--- config.mk ---
export PLATFORM = sky130hd
export DESIGN_NAME = gap_wall_gen
export DESIGN_NICKNAME = d
export VERILOG_FILES = /design/src/rtl/gap_wall_gen.sv
export SDC_FILE = /design/constraint.sdc
export NUM_CORES = 1
export LEC_CHECK = 0
export BUFFER_PORTS_ARGS = -buffer_cell sky130_fd_sc_hd__buf_4
export CAP_MARGIN = 15
export CORE_UTILIZATION = 55
export CTS_CLUSTER_DIAMETER = 80
export DETAILED_ROUTE_END_ITERATION = 7
export PLACE_DENSITY = 0.84
export SLEW_MARGIN = 40
export SYNTH_ARGS = -nofsm -noshare
export SYNTH_HDL_FRONTEND = slang
export SYNTH_SLANG_ARGS = --single-unit
--- constraint.sdc ---
create_clock -name clk -period 5.18 [get_ports clk]
set_clock_uncertainty 0.15 [all_clocks]
set_input_delay 0.518 -clock clk [delete_from_list [all_inputs] [get_ports clk]]
set_output_delay 0.518 -clock clk [all_outputs]
set_load 0.1 [all_outputs]
--- src/rtl/gap_wall_gen.sv ---
// Horizontal playfield wall with a movable, width-selectable gap that bounces once per frame.
// Wall output is registered one cycle behind px/py; gap motion runs off the frame pulse.
module gap_wall_gen #(
  parameter int XW       = 10,
  parameter int Y_TOP    = 228,
  parameter int THICK    = 9,
  parameter int X_MIN    = 10,
  parameter int X_MAX    = 629,
  parameter int LOAD_X   = 200,
  parameter int STEP     = 1,
  parameter int SEL_W    = 3,
  parameter int GAP_UNIT = 32
) (
  input  logic             clk,
  input  logic             reset,
  input  logic             frame,
  input  logic             start,
  input  logic             load,
  input  logic             run,
  input  logic             flash,
  input  logic [SEL_W-1:0] gap_sel,
  input  logic [XW-1:0]    px,
  input  logic [XW-1:0]    py,
  output logic             wall,
  output logic [XW-1:0]    gap_x,
  output logic             dir_right,
  output logic [7:0]       bounces
);

  localparam logic [XW:0]   XMIN_W  = (XW+1)'(X_MIN);
  localparam logic [XW:0]   XMAX_W  = (XW+1)'(X_MAX);
  localparam logic [XW:0]   XMAX1_W = (XW+1)'(X_MAX + 1);
  localparam logic [XW:0]   STEP_W  = (XW+1)'(STEP);
  localparam logic [XW:0]   YT_W    = (XW+1)'(Y_TOP);
  localparam logic [XW:0]   YB_W    = (XW+1)'(Y_TOP + THICK - 1);
  localparam logic [XW-1:0] LOAD_V  = XW'(LOAD_X);
  localparam logic [XW-1:0] XMIN_V  = XW'(X_MIN);

  typedef enum logic [1:0] {IDLE, RIGHT, LEFT} state_t;

  state_t          state, state_nx;
  logic [XW-1:0]   gap_w, gap_w_nx, gap_x_nx, sel_w;
  logic [7:0]      bounces_nx, bump;
  logic [XW:0]     lim, gxe, pxe, pye;
  logic            in_row, in_col, in_gap, hit;

  assign sel_w     = XW'(gap_sel * GAP_UNIT);
  // Motion only happens on a frame pulse, which also loads the new width,
  // so the limit is always formed from the incoming width.
  assign lim       = XMAX1_W - {1'b0, sel_w};
  assign gxe       = {1'b0, gap_x};
  assign bump      = (bounces == 8'hFF) ? bounces : bounces + 8'd1;
  assign dir_right = (state == RIGHT);

  always_comb begin
    state_nx   = state;
    gap_x_nx   = gap_x;
    gap_w_nx   = gap_w;
    bounces_nx = bounces;
    if (load) begin
      gap_x_nx   = LOAD_V;
      state_nx   = IDLE;
      bounces_nx = 8'd0;
      gap_w_nx   = sel_w;
    end else begin
      if (frame) gap_w_nx = sel_w;
      if (state == IDLE && start) begin
        state_nx = RIGHT;
      end else if (frame && run && state != IDLE) begin
        case (state)
          RIGHT: begin
            if (gxe + STEP_W >= lim) begin
              gap_x_nx   = lim[XW-1:0];
              state_nx   = LEFT;
              bounces_nx = bump;
            end else begin
              gap_x_nx = XW'(gxe + STEP_W);
            end
          end
          LEFT: begin
            if (gxe > lim) begin
              gap_x_nx = lim[XW-1:0];
            end else if (gxe < XMIN_W + STEP_W) begin
              gap_x_nx   = XMIN_V;
              state_nx   = RIGHT;
              bounces_nx = bump;
            end else begin
              gap_x_nx = XW'(gxe - STEP_W);
            end
          end
          default: state_nx = IDLE;
        endcase
      end
    end
  end

  assign pxe    = {1'b0, px};
  assign pye    = {1'b0, py};
  assign in_row = (pye >= YT_W) && (pye <= YB_W);
  assign in_col = (pxe >= XMIN_W) && (pxe <= XMAX_W);
  assign in_gap = (gap_w != '0) && (pxe >= gxe) && (pxe < gxe + {1'b0, gap_w});
  assign hit    = in_row && in_col && !in_gap;

  always_ff @(posedge clk) begin
    if (reset) begin
      state   <= IDLE;
      gap_x   <= LOAD_V;
      gap_w   <= '0;
      bounces <= 8'd0;
      wall    <= 1'b0;
    end else begin
      state   <= state_nx;
      gap_x   <= gap_x_nx;
      gap_w   <= gap_w_nx;
      bounces <= bounces_nx;
      wall    <= hit && (run || flash);
    end
  end

endmodule

**Word level (Yosys, flattened, before mapping)**

Index checks and enable logic that the tools add are counted.
Widths: inputs -> output; s select.

- Register bits after elaboration: 24
- Bits in latches: 0
- Memory bits (writable): 0
- ROM bits: 0
- Input bits: 30
- Output and inout port bits: 20
- Logic and storage cells: 71
- Memories kept: 0

- $add $sub $neg: 5
- Multipliers: 0
- Divide/modulo/power cells: 0
- $lt $le $gt $ge: 9
- Equal/unequal tests: 9
- Shift operators: 0
- Multiplexer cells: 17
- Bitwise logic cells: 1
- Reductions and logical operators: 24

Operator list:

| operator | number |
|---|---|
| $mux 8 | 6 |
| $mux 10 | 3 |
| $pmux 10 s2 | 1 |
| $pmux 8 s2 | 1 |
| $add 10x1->11 const B | 1 |
| $add 10x8->11 | 1 |
| $ge 11x11->1 | 1 |
| $gt 10x11->1 | 1 |
| $lt 10x11->1 | 1 |
| $sub 10x8->11 const A | 1 |
| $ge 10x10->1 | 1 |
| $ge 10x4->1 const B | 1 |
| $ge 10x8->1 const B | 1 |
| $le 10x10->1 const B | 1 |
| $le 10x8->1 const B | 1 |
| $logic_and 1x1->1 | 10 |
| $lt 10x4->1 const B | 1 |
| $reduce_bool 10->1 | 1 |
| $sub 10x1->10 const B | 1 |
| $add 8x1->8 const B | 1 |
| $eq 8x8->1 const B | 1 |
| $reduce_and 4->1 | 2 |
| $reduce_bool 2->1 | 4 |
| $mux 2 | 3 |
| other kinds (16) | 19 |

**Depth between registers and ports, before layout**

Gate-level depths: netlist of the first run.

- Word-level depth: 6
- Gate-level depth with buffers: 13
- Mapped depth without buffers: 12

**Worst setup path after synthesis of the first run**

Ideal clock, no wire load.

- Path type: register to register
- Start point: register gap_x[8]
- End point: register gap_x[8]
- Arrival: 3.985 ns
- Setup slack: 0.987 ns
- Cell stages (with the launch flop): 13
- Buffers on the path: 2
- Period minus slack after synthesis: 4.193 ns
- Cells stage by stage: dfxtp_1 clkbuf_1 inv_1 or4_1 xnor2_1 ha_1 and4_1 a21oi_1 o221ai_4 or3_1 clkbuf_1 a2111oi_0 or3_1

- Longest elaborated chain between the ends: 4
- Elaborated cells between the ends (all ways): 9
- Classes of those cells: add/sub: 2; order compare: 3; mux: 4

RTL lines:

| what | line | text |
|---|---|---|
| start, declared | 25 | `output logic [XW-1:0] gap_x,` |
| start signal, assigned | 113 | `gap_x <= gap_x_nx;` |
| $add 10x1->11 (tied with other cells) | 77 | `gap_x_nx = XW'(gxe + STEP_W);` |
| $ge 11x11->1 / $mux 10 (equally long branches) | 72, 83 |  |
| $mux 10 (on tied branches) | 72, 81 |  |
| $pmux 10 s2 (*) | 70 | `case (state)` |

Mark *: on every way between the ends. The rest lies on a longest branch, timed or not.
A chain may end at the register's enable or synchronous reset.

**Final worst setup path of the first run**

Same ends and word-level chain as after synthesis.

==> impl_metrics.env, run 1 <==
export IMPL_status="finished, final reports clean"
export IMPL_dr_pass1_iters=5
export IMPL_crit_arrival_ns=4.01
export IMPL_clk_pin_slew_ns=0.09
export IMPL_synth_ff_latch_count=24
export IMPL_portBuffers=49
export IMPL_tightest_slew_ns=0.806
export IMPL_hold_buffers=0
export IMPL_reg2reg_depth=10
export IMPL_yosysWarningCount=0
export IMPL_pwr_share_clk=0.297
export IMPL_die_area_sq_mm=0.00512
export IMPL_drt_iter0_drc=266
export IMPL_hold_start="reset"
export IMPL_drt_wirelength_per_cell_um=17.4
export IMPL_crit_path_end_kind="flip-flop"
export IMPL_grt_pass1_vias=2625
export IMPL_globalRouteOverflowTotal=0
export IMPL_vias=2787
export IMPL_async_flop_share=0
export IMPL_power_frac_comb=0.235
export IMPL_p_sw_frac=0.301
export IMPL_drive_above_1_share=0.190
export IMPL_critPathKind="reg -> reg"
export IMPL_crit_start="gap_x[8]"
export IMPL_clk_latency_ns=0.28
export IMPL_hold_class="in -> reg"
export IMPL_postCtsSetupBuffers=0
export IMPL_crit_end="gap_x[8]"
export IMPL_rrSetupSlack_ns=1.25
export IMPL_timing_rr_start="gap_x[8]"
export IMPL_timing_slew_headroom=0.461
export IMPL_htree_levels=1
export IMPL_cts_resized=0
export IMPL_n_antenna_cell=0
export IMPL_slew_viol_final=0
export IMPL_syn_area_per_cell_sq_um=8.03
export IMPL_rows=24
export IMPL_dp_hpwl_um=5650
export IMPL_drt_total_wl_um=7320
export IMPL_cts_root_buf="clkbuf_8"
export IMPL_ios=50
export IMPL_slowest_delay_ns=0.66
export IMPL_path_common_cell="or3_1"
export IMPL_globalplace_congestion=0.943
export IMPL_synth_cells=331
export IMPL_cts_tree="yes"
export IMPL_grt_max_degree=17
export IMPL_cp_start_kind="flip-flop"
export IMPL_grt_use_total=0.295
export IMPL_grt_pass1_wl_um=12000
export IMPL_crit_slowest_cell="dfxtp_1"
export IMPL_path_max_fanout=12
export IMPL_reg2reg_to="gap_x[8]"
export IMPL_maxCapViolCount=0
export IMPL_yosysSeqAreaShare=0.181
export IMPL_final_hold_viol_count=0
export IMPL_cp_cell_sequence="inv_1 -> or4_1 -> xnor2_1 -> ha_1 -> and4_1 -> a21oi_1 -> o221ai_4 -> or3_1 -> a2111oi_0 -> or3_1"
export IMPL_ys_types=66
export IMPL_drcViolationCount=0
export IMPL_cts_sinks=24
export IMPL_fin_ws_ns=1.25
export IMPL_numCtsBuffers=3
export IMPL_synth_edf_count=0
export IMPL_setup_viol=0
export IMPL_rsz0062_at_grt="false"
export IMPL_max_freq_mhz=254
export IMPL_seqPwrFrac=0.468
export IMPL_required_ns=5.26
export IMPL_internal_power_uw=282
export IMPL_p_leak_uw=0.00123
export IMPL_clockBufferDepth=2
export IMPL_via_per_inst=6.64
export IMPL_nets=438
export IMPL_antenna_found_initial=0
export IMPL_syn_nets=399
export IMPL_synth_ff_type="dfxtp_1"
export IMPL_post_place_ws_ns=1.43
export IMPL_tns_ns=0
export IMPL_p_sw_uw=121
export IMPL_period_minus_slack_ns=3.93
export IMPL_nFillCells=381
export IMPL_die_height_um=71.5
export IMPL_die_x_um=71.5
export IMPL_syn_area_sq_mm=0.00266
export IMPL_coreArea_sq_mm=0.00450
export IMPL_ir_drop_uv=101
export IMPL_period_share=0.759
export IMPL_power_density_mw_per_mm2=132
export IMPL_area_delta_synth_final_pct=15.1
export IMPL_ant_nets=0
export IMPL_start_util=0.590
==> power by group through the flow <==
stage | combinational, uW | sequential [uW] | clock [uW]
after floorplan | 55.8 | 193 | 0
after global placement | 90.7 | 193 | 0
after detailed placement | 93.5 | 193 | 0
after CTS | 93.6 | 189 | 121
after global routing | 106 | 189 | 126
final | 94.6 | 189 | 120
==> stage by stage <==
stage / hold WS, ns / util / power, uW / instances / instance area (sq um)
2_1_floorplan: 0.293 / - / 249 / 331 / 2660
3_3_place_gp: 0.321 / 0.669 / 284 / 417 / 3010
3_5_place_dp: 0.335 / 0.670 / 286 / 417 / 3020
4_1_cts: 0.282 / 0.679 / 403 / 420 / 3060
5_1_grt: 0.292 / 0.679 / 420 / 420 / 3060
6_report: 0.279 / 0.679 / 403 / 420 / 3060
==> state kept, by name, summed over array words and instances (netlist names) <==
name,count
state,2
wall,1
bounces,8
gap_w,3
gap_x,10
==> cell usage after synthesis (2+ instances only) <==
master | instances | share of area
ha_1 | 37 | 0.17
a21oi_1 | 26 | 0.049
dfxtp_1 | 24 | 0.18
nand2_1 | 23 | 0.032
inv_1 | 20 | 0.028
o21ai_0 | 20 | 0.038
nand3_1 | 17 | 0.032
nor2_1 | 15 | 0.021
xnor2_1 | 10 | 0.033
a31oi_1 | 9 | 0.021
clkbuf_1 | 7 | 0.0099
o21a_1 | 7 | 0.020
or4_1 | 7 | 0.020
nand4_1 | 6 | 0.014
nor3_1 | 6 | 0.011
o31ai_1 | 6 | 0.017
a21o_1 | 5 | 0.014
buf_2 | 5 | 0.0094
o211ai_1 | 5 | 0.014
o311ai_0 | 5 | 0.016
and3_1 | 4 | 0.0094
or3_1 | 4 | 0.0094
a211o_1 | 3 | 0.0099
mux2i_1 | 3 | 0.011
o21ai_1 | 3 | 0.0056
o41ai_1 | 3 | 0.0099
or2_2 | 3 | 0.0071
xor2_1 | 3 | 0.0099
a2111oi_0 | 2 | 0.0066
a211oi_1 | 2 | 0.0056
a311oi_1 | 2 | 0.0066
buf_6 | 2 | 0.0085
nor2b_1 | 2 | 0.0047
nor4_1 | 2 | 0.0047
nor4b_1 | 2 | 0.0066
==> routing by layer <==
layer	track usage	routed length, um
met5	0	0
met1	0.401	3190
met4	0.0632	54
met3	0.0619	716
met2	0.483	3350
==> final cells by class <==
type,count,area (sq um),area share
multi-input cells,270,2020,0.660
repair buffers,49,368,0.120
flip-flops and latches,24,480,0.157
well taps,52,65.1,0.0213
inverters,22,85.1,0.0278
clock buffers,3,41.3,0.0135
==> placed cells by master, fill, tap and decap left out, drive strengths merged, types with 7 or more instances in the layout <==
master,netlist,final
ha,37,37
or4,8,8
o21ai,24,24
dfxtp,24,24
buf,8,49
o21a,7,7
nand2,23,23
nor2,15,15
a31oi,9,9
inv,21,21
nand3,18,18
a21oi,27,27
xnor2,10,10
==> cells by family (layout without fill, tap and decap cells) <==
group	Yosys count	after routing	synth area share
AO/OA/AOI/OAI	113	113	0.306
XOR/XNOR	13	13	0.0428
adder cells (fa/ha/maj)	38	38	0.182
buffers and inverters	37	74	0.0612
flip-flops	24	24	0.181
multiplexers	4	4	0.0155
AND/OR/NAND/NOR	102	102	0.212
==> worst min-delay path by stage <==
stage                to  slack (ns)  depth (start not counted)
4_1_cts        gap_w[7]        0.28                          2
5_1_grt        gap_w[7]        0.29                          2
6_report       gap_w[7]        0.28                          2
2_1_floorplan  gap_w[5]        0.29                          2
3_5_place_dp   gap_w[5]        0.33                          2
3_3_place_gp   gap_w[7]        0.32                          2
==> worst max-delay path: cells and delay by family (launching register included) <==
| family | cells | cell delay [ns] |
|---|---|---|
| flip-flops | 1 | 0.66 |
| XOR/XNOR | 1 | 0.23 |
| adder cells (fa/ha/maj) | 1 | 0.28 |
| buffers and inverters | 1 | 0.21 |
| AND/OR/NAND/NOR | 4 | 1.47 |
| AO/OA/AOI/OAI | 3 | 0.89 |
Note: power is estimated with default switching activity, not from simulation.
==> inputs of run 2 (changes only) <==
- clock period: 5.18 -> 3.8 ns (I/O delays scaled with it)
==> run 2 against run 1 <==
Effect of this change:
- via count rose by 2.2%
- register-to-register slack got worse by 1.1 ns
- largest power group unchanged
- critical path depth grew 1
- final cell count grew 0.71%
- highest routed layer unchanged
- maximum frequency rose by 8.6%
- sequential power rose by 35%
==> impl_metrics.env, run 2 (same netlist as run 1, synthesis figures left out) <==
export IMPL_status="finished, final reports clean"
export IMPL_power_frac_comb=0.209
export IMPL_drt_iter0_drc=284
export IMPL_hold_start="reset"
export IMPL_grt_use_total=0.307
export IMPL_slew_viol_final=0
export IMPL_rsz0062_at_grt="false"
export IMPL_tns_ns=0
export IMPL_period_minus_slack_ns=3.62
export IMPL_p_sw_frac=0.275
export IMPL_top_regs="gap_x: 10 flops, bounces: 8 flops, gap_w: 3 flops"
export IMPL_critPathKind="reg -> reg"
export IMPL_vias=2849
export IMPL_setup_viol=0
export IMPL_timing_rr_start="gap_x[0]"
export IMPL_drt_total_wl_um=7600
export IMPL_portBuffers=49
export IMPL_hold_class="in -> reg"
export IMPL_path_max_fanout=10
export IMPL_p_leak_uw=0.00126
export IMPL_drive_above_1_share=0.218
export IMPL_max_freq_mhz=276
export IMPL_die_area_sq_mm=0.00512
export IMPL_period_share=0.952
export IMPL_grt_pass1_vias=2609
export IMPL_top_register="gap_x"
export IMPL_numCtsBuffers=3
export IMPL_clk_latency_ns=0.28
export IMPL_die_x_um=71.5
export IMPL_final_common_cell="buf_4"
export IMPL_final_hold_viol_count=0
export IMPL_internal_power_uw=453
export IMPL_n_antenna_cell=0
export IMPL_p_total_uw=626
export IMPL_hold_buffers=0
export IMPL_crit_start="gap_x[0]"
export IMPL_crit_arrival_ns=3.69
export IMPL_most_common_layout_cells="51 x buf_4, 37 x ha_1, 26 x a21oi_1"
export IMPL_seqPwrFrac=0.410
export IMPL_cts_tree="yes"
export IMPL_cp_start_kind="flip-flop"
export IMPL_globalplace_congestion=0.980
export IMPL_p_sw_uw=172
export IMPL_power_density_mw_per_mm2=201
export IMPL_grt_max_degree=17
export IMPL_cts_sinks=24
export IMPL_required_ns=3.87
export IMPL_htree_levels=1
export IMPL_pwr_share_clk=0.381
export IMPL_coreArea_sq_mm=0.00450
export IMPL_globalRouteOverflowTotal=0
export IMPL_nets=440
export IMPL_ant_nets=0
export IMPL_drcViolationCount=0
export IMPL_largest_register_ffs=10
export IMPL_crit_path_end_kind="flip-flop"
export IMPL_timing_slew_headroom=0.510
export IMPL_cts_root_buf="clkbuf_8"
export IMPL_dp_hpwl_um=5730
export IMPL_via_per_inst=6.74
export IMPL_dr_pass1_iters=5
export IMPL_clockBufferDepth=2
export IMPL_clk_pin_slew_ns=0.10
export IMPL_antenna_found_initial=0
export IMPL_grt_pass1_wl_um=12500
export IMPL_start_util=0.590
export IMPL_drt_wirelength_per_cell_um=18.0
export IMPL_area_delta_synth_final_pct=17.2
export IMPL_die_height_um=71.5
export IMPL_tightest_slew_ns=0.733
export IMPL_rows=24
export IMPL_ir_drop_uv=118
export IMPL_maxCapViolCount=0
export IMPL_ios=50
-- run 2: cell count changes in the layout (fill, tap and decap cells not counted), sizes merged --
cell    delta
buf        +2
bufinv     +1
-- run 2: power by group through the flow --
stage               Clock [uW]  Sequential [uW]  Combinational, uW
detailed placement           0              262                128
floorplan                    0              262               76.0
CTS                        235              256                129
global route               246              257                146
finish                     238              256                131
global placement             0              262                125
-- run 2: what timing repair did --
| action | CTS | global route |
|---|---|---|
| setup buffers | 0 | 0 |
| endpoints found under the setup margin | 0 | 1 |
| resized for setup | 0 | 1 |
-- run 2: stage by stage --
stage	setup slack [ns]	util	std cells	hold WS, ns	instance area (sq um)
6_report	0.181	0.692	423	0.134	3120
4_1_cts	0.245	0.691	423	0.140	3110
3_5_place_dp	0.278	0.676	419	0.340	3040
5_1_grt	0.0115	0.692	423	0.137	3120
2_1_floorplan	0.0342	-	331	0.293	2670
3_3_place_gp	0.342	0.676	419	0.323	3040
-- run 2: path summary, 6_finish.rpt --
check / to / slack [ns] / cells after the start
setup reg to reg: gap_x[8] / 0.18 / 11
hold reg to reg: bounces[7] / 0.36 / 2
hold / removal: gap_w[7] / 0.13 / 2
setup / recovery: gap_x[8] / 0.18 / 11
-- run 2: layout make-up --
cell class | count | area, sq um
Multi-Input combinational cell | 270 | 2020
Fill cell | 391 | 1390
Sequential cell | 24 | 494
Timing Repair Buffer | 51 | 383
Inverter | 22 | 85.1
Tap cell | 52 | 65.1
Clock buffer | 3 | 41.3
Clock inverter | 1 | 30.0
-- run 2: critical path: stages, from the launching register on --
cell       delay, ns
dfxtp_2         0.45
ha_1            0.32
nand4_1         0.17
or2_0           0.36
xnor2_1         0.18
ha_1            0.29
and4_1          0.17
a21oi_1         0.23
o221ai_4        0.20
or3_1           0.50
a2111oi_0       0.39
or3_1           0.15
-- run 2: routing by layer --
| metal | global-route usage | vias to the layer above | wire length, um |
|---|---|---|---|
| met5 | 0 | - | 0 |
| met2 | 0.513 | 164 | 3420 |
| met3 | 0.0352 | 34 | 658 |
| li1 | - | 1344 | - |
| met4 | 0.100 | 0 | 202 |
| met1 | 0.414 | 1307 | 3330 |
==> inputs of run 3 (changes only) <==
- CORE_ASPECT_RATIO: default -> 0.8
- clock period: 3.8 -> 4.6 ns (I/O delays scaled with it)
==> run 3 against run 2 <==
Effect of this change:
- cell area down 1.1%
- maximum frequency decreased by 5.6%
- final cell count is 1.7% higher
- via count down 1.5%
- count of clock-buffer cells in the layout is the same
- clock power shrank 45%
- wire length fell by 1.9%
- core utilization is 2.6 points lower
- first-iteration DRC count up 7.0%
- total power decreased by 28%
- sequential share of layout area is 0.27 points lower
- critical endpoint is now bounces[7]
- highest routed layer unchanged
==> impl_metrics.env, run 3 (same netlist as run 1, synthesis figures left out) <==
export IMPL_n_antenna_cell=0
export IMPL_globalplace_congestion=0.938
export IMPL_path_common_cell="ha_1"
export IMPL_hold_class="in -> reg"
export IMPL_final_common_cell="buf_4"
export IMPL_period_minus_slack_ns=3.83
export IMPL_cts_sinks=24
export IMPL_drt_wirelength_per_cell_um=17.3
export IMPL_cts_root_buf="clkbuf_8"
export IMPL_setup_viol=0
export IMPL_clk_pin_slew_ns=0.09
export IMPL_crit_slowest_cell="dfxtp_1"
export IMPL_drive_above_1_share=0.192
export IMPL_pwr_share_clk=0.289
export IMPL_rows=22
export IMPL_drt_iter0_drc=304
export IMPL_top_regs="gap_x: 10 flops, bounces: 8 flops, gap_w: 3 flops"
export IMPL_crit_arrival_ns=3.89
export IMPL_grt_pass1_wl_um=12100
export IMPL_cp_cell_sequence="ha_1 -> nand4_1 -> or2_0 -> xnor2_1 -> ha_1 -> and4_1 -> nand2_1 -> a311oi_4 -> nor3_1 -> buf_4 -> or4_1 -> a21oi_1"
export IMPL_cts_tree="yes"
export IMPL_htree_levels=1
export IMPL_portBuffers=49
export IMPL_slowest_delay_ns=0.56
export IMPL_numCtsBuffers=3
export IMPL_drcViolationCount=0
export IMPL_die_height_um=64.2
export IMPL_p_sw_frac=0.296
export IMPL_clockBufferDepth=2
export IMPL_antenna_found_initial=0
export IMPL_die_x_um=79.7
export IMPL_globalRouteOverflowTotal=0
export IMPL_status="finished, final reports clean"
export IMPL_top_register="gap_x"
export IMPL_ir_drop_uv=76.0
export IMPL_grt_max_degree=17
export IMPL_maxCapViolCount=0
export IMPL_grt_pass1_vias=2406
export IMPL_largest_register_ffs=10
export IMPL_hold_buffers=0
export IMPL_most_common_layout_cells="51 x buf_4, 37 x ha_1, 26 x a21oi_1"
export IMPL_final_hold_viol_count=0
export IMPL_grt_use_total=0.300
export IMPL_required_ns=4.66
export IMPL_die_area_sq_mm=0.00512
export IMPL_seqPwrFrac=0.471
export IMPL_area_delta_synth_final_pct=15.9
export IMPL_power_frac_comb=0.240
export IMPL_tns_ns=0
export IMPL_tightest_slew_ns=0.812
export IMPL_cp_start_kind="flip-flop"
export IMPL_slew_viol_final=0
export IMPL_dr_pass1_iters=5
export IMPL_post_place_ws_ns=0.835
export IMPL_ios=50
export IMPL_nFillCells=405
export IMPL_vias=2805
export IMPL_internal_power_uw=318
export IMPL_crit_path_end_kind="flip-flop"
export IMPL_ant_nets=0
export IMPL_period_share=0.833
export IMPL_postCtsSetupBuffers=0
export IMPL_max_freq_mhz=261
export IMPL_nets=440
export IMPL_via_per_inst=6.52
export IMPL_power_density_mw_per_mm2=147
export IMPL_timing_slew_headroom=0.457
export IMPL_rsz0062_at_grt="false"
export IMPL_p_sw_uw=134
export IMPL_clk_latency_ns=0.28
export IMPL_drt_total_wl_um=7460
export IMPL_final_util=0.666
export IMPL_coreArea_sq_mm=0.00462
export IMPL_start_util=0.575
export IMPL_p_leak_uw=0.00124
export IMPL_dp_hpwl_um=5780
export IMPL_critPathKind="reg -> reg"
export IMPL_cts_resized=0
export IMPL_fin_ws_ns=0.767
export IMPL_path_max_fanout=13
## run 3: cell count changes in the layout (fill, tap and decap cells not counted)
cell and change:
bufinv_16 -1, a2111oi_1 -1, dfxtp_4 -1, a2111oi_0 +1
dfxtp_2 -8, dfxtp_1 +9
## run 3: routing by layer
metal  routed length [um]  vias up  track usage
met5                    0        -            0
met4                   72        0       0.0469
met3                  670       13       0.0657
met2                 3030      134        0.432
met1                 3690     1314        0.457
li1                     -     1344            -
## run 3: path summary, 6_finish.rpt
kind              startpoint  cells past startpoint         end  slack, ns
setup / recovery    gap_x[0]                     12  bounces[7]       0.77
hold / removal         reset                      2    gap_w[5]       0.23
setup reg to reg    gap_x[0]                     12  bounces[7]       0.77
hold reg to reg     gap_w[5]                      2    gap_w[5]       0.36
## run 3: critical path, delay by kind of cell, from the launching register on
kind                     cells  cell delay, ns
AND/OR/NAND/NOR              6            1.47
AO/OA/AOI/OAI                2            0.55
adder cells (fa/ha/maj)      2            0.66
flip-flops                   1            0.56
buffers and inverters        1            0.19
XOR/XNOR                     1            0.19
## run 3: final cells by class
type                       instances  area (sq um)  share of cell area
clock buffer                       3          41.3              0.0134
inverter                          22          85.1              0.0276
multi-input combinational        270          2020               0.654
sequential                        24           480               0.156
tap                               60          75.1              0.0244
timing repair buffer              51           383               0.124
## run 3: power by group through the flow
stage	Sequential [uW]	Combinational (uW)	Clock [uW]
2_1_floorplan	217	62.8	0
3_3_place_gp	217	103	0
3_5_place_dp	217	106	0
4_1_cts	212	106	130
5_1_grt	213	120	139
6_report	212	108	130
## run 3: metrics by stage
step	cells	instance area [sq um]	total power, uW	hold WS [ns]
final	430	3080	451	0.228
after global routing	430	3080	471	0.233
after floorplan	331	2660	280	0.293
after CTS	430	3080	449	0.231
after detailed placement	427	3040	323	0.342
after global placement	427	3040	320	0.329
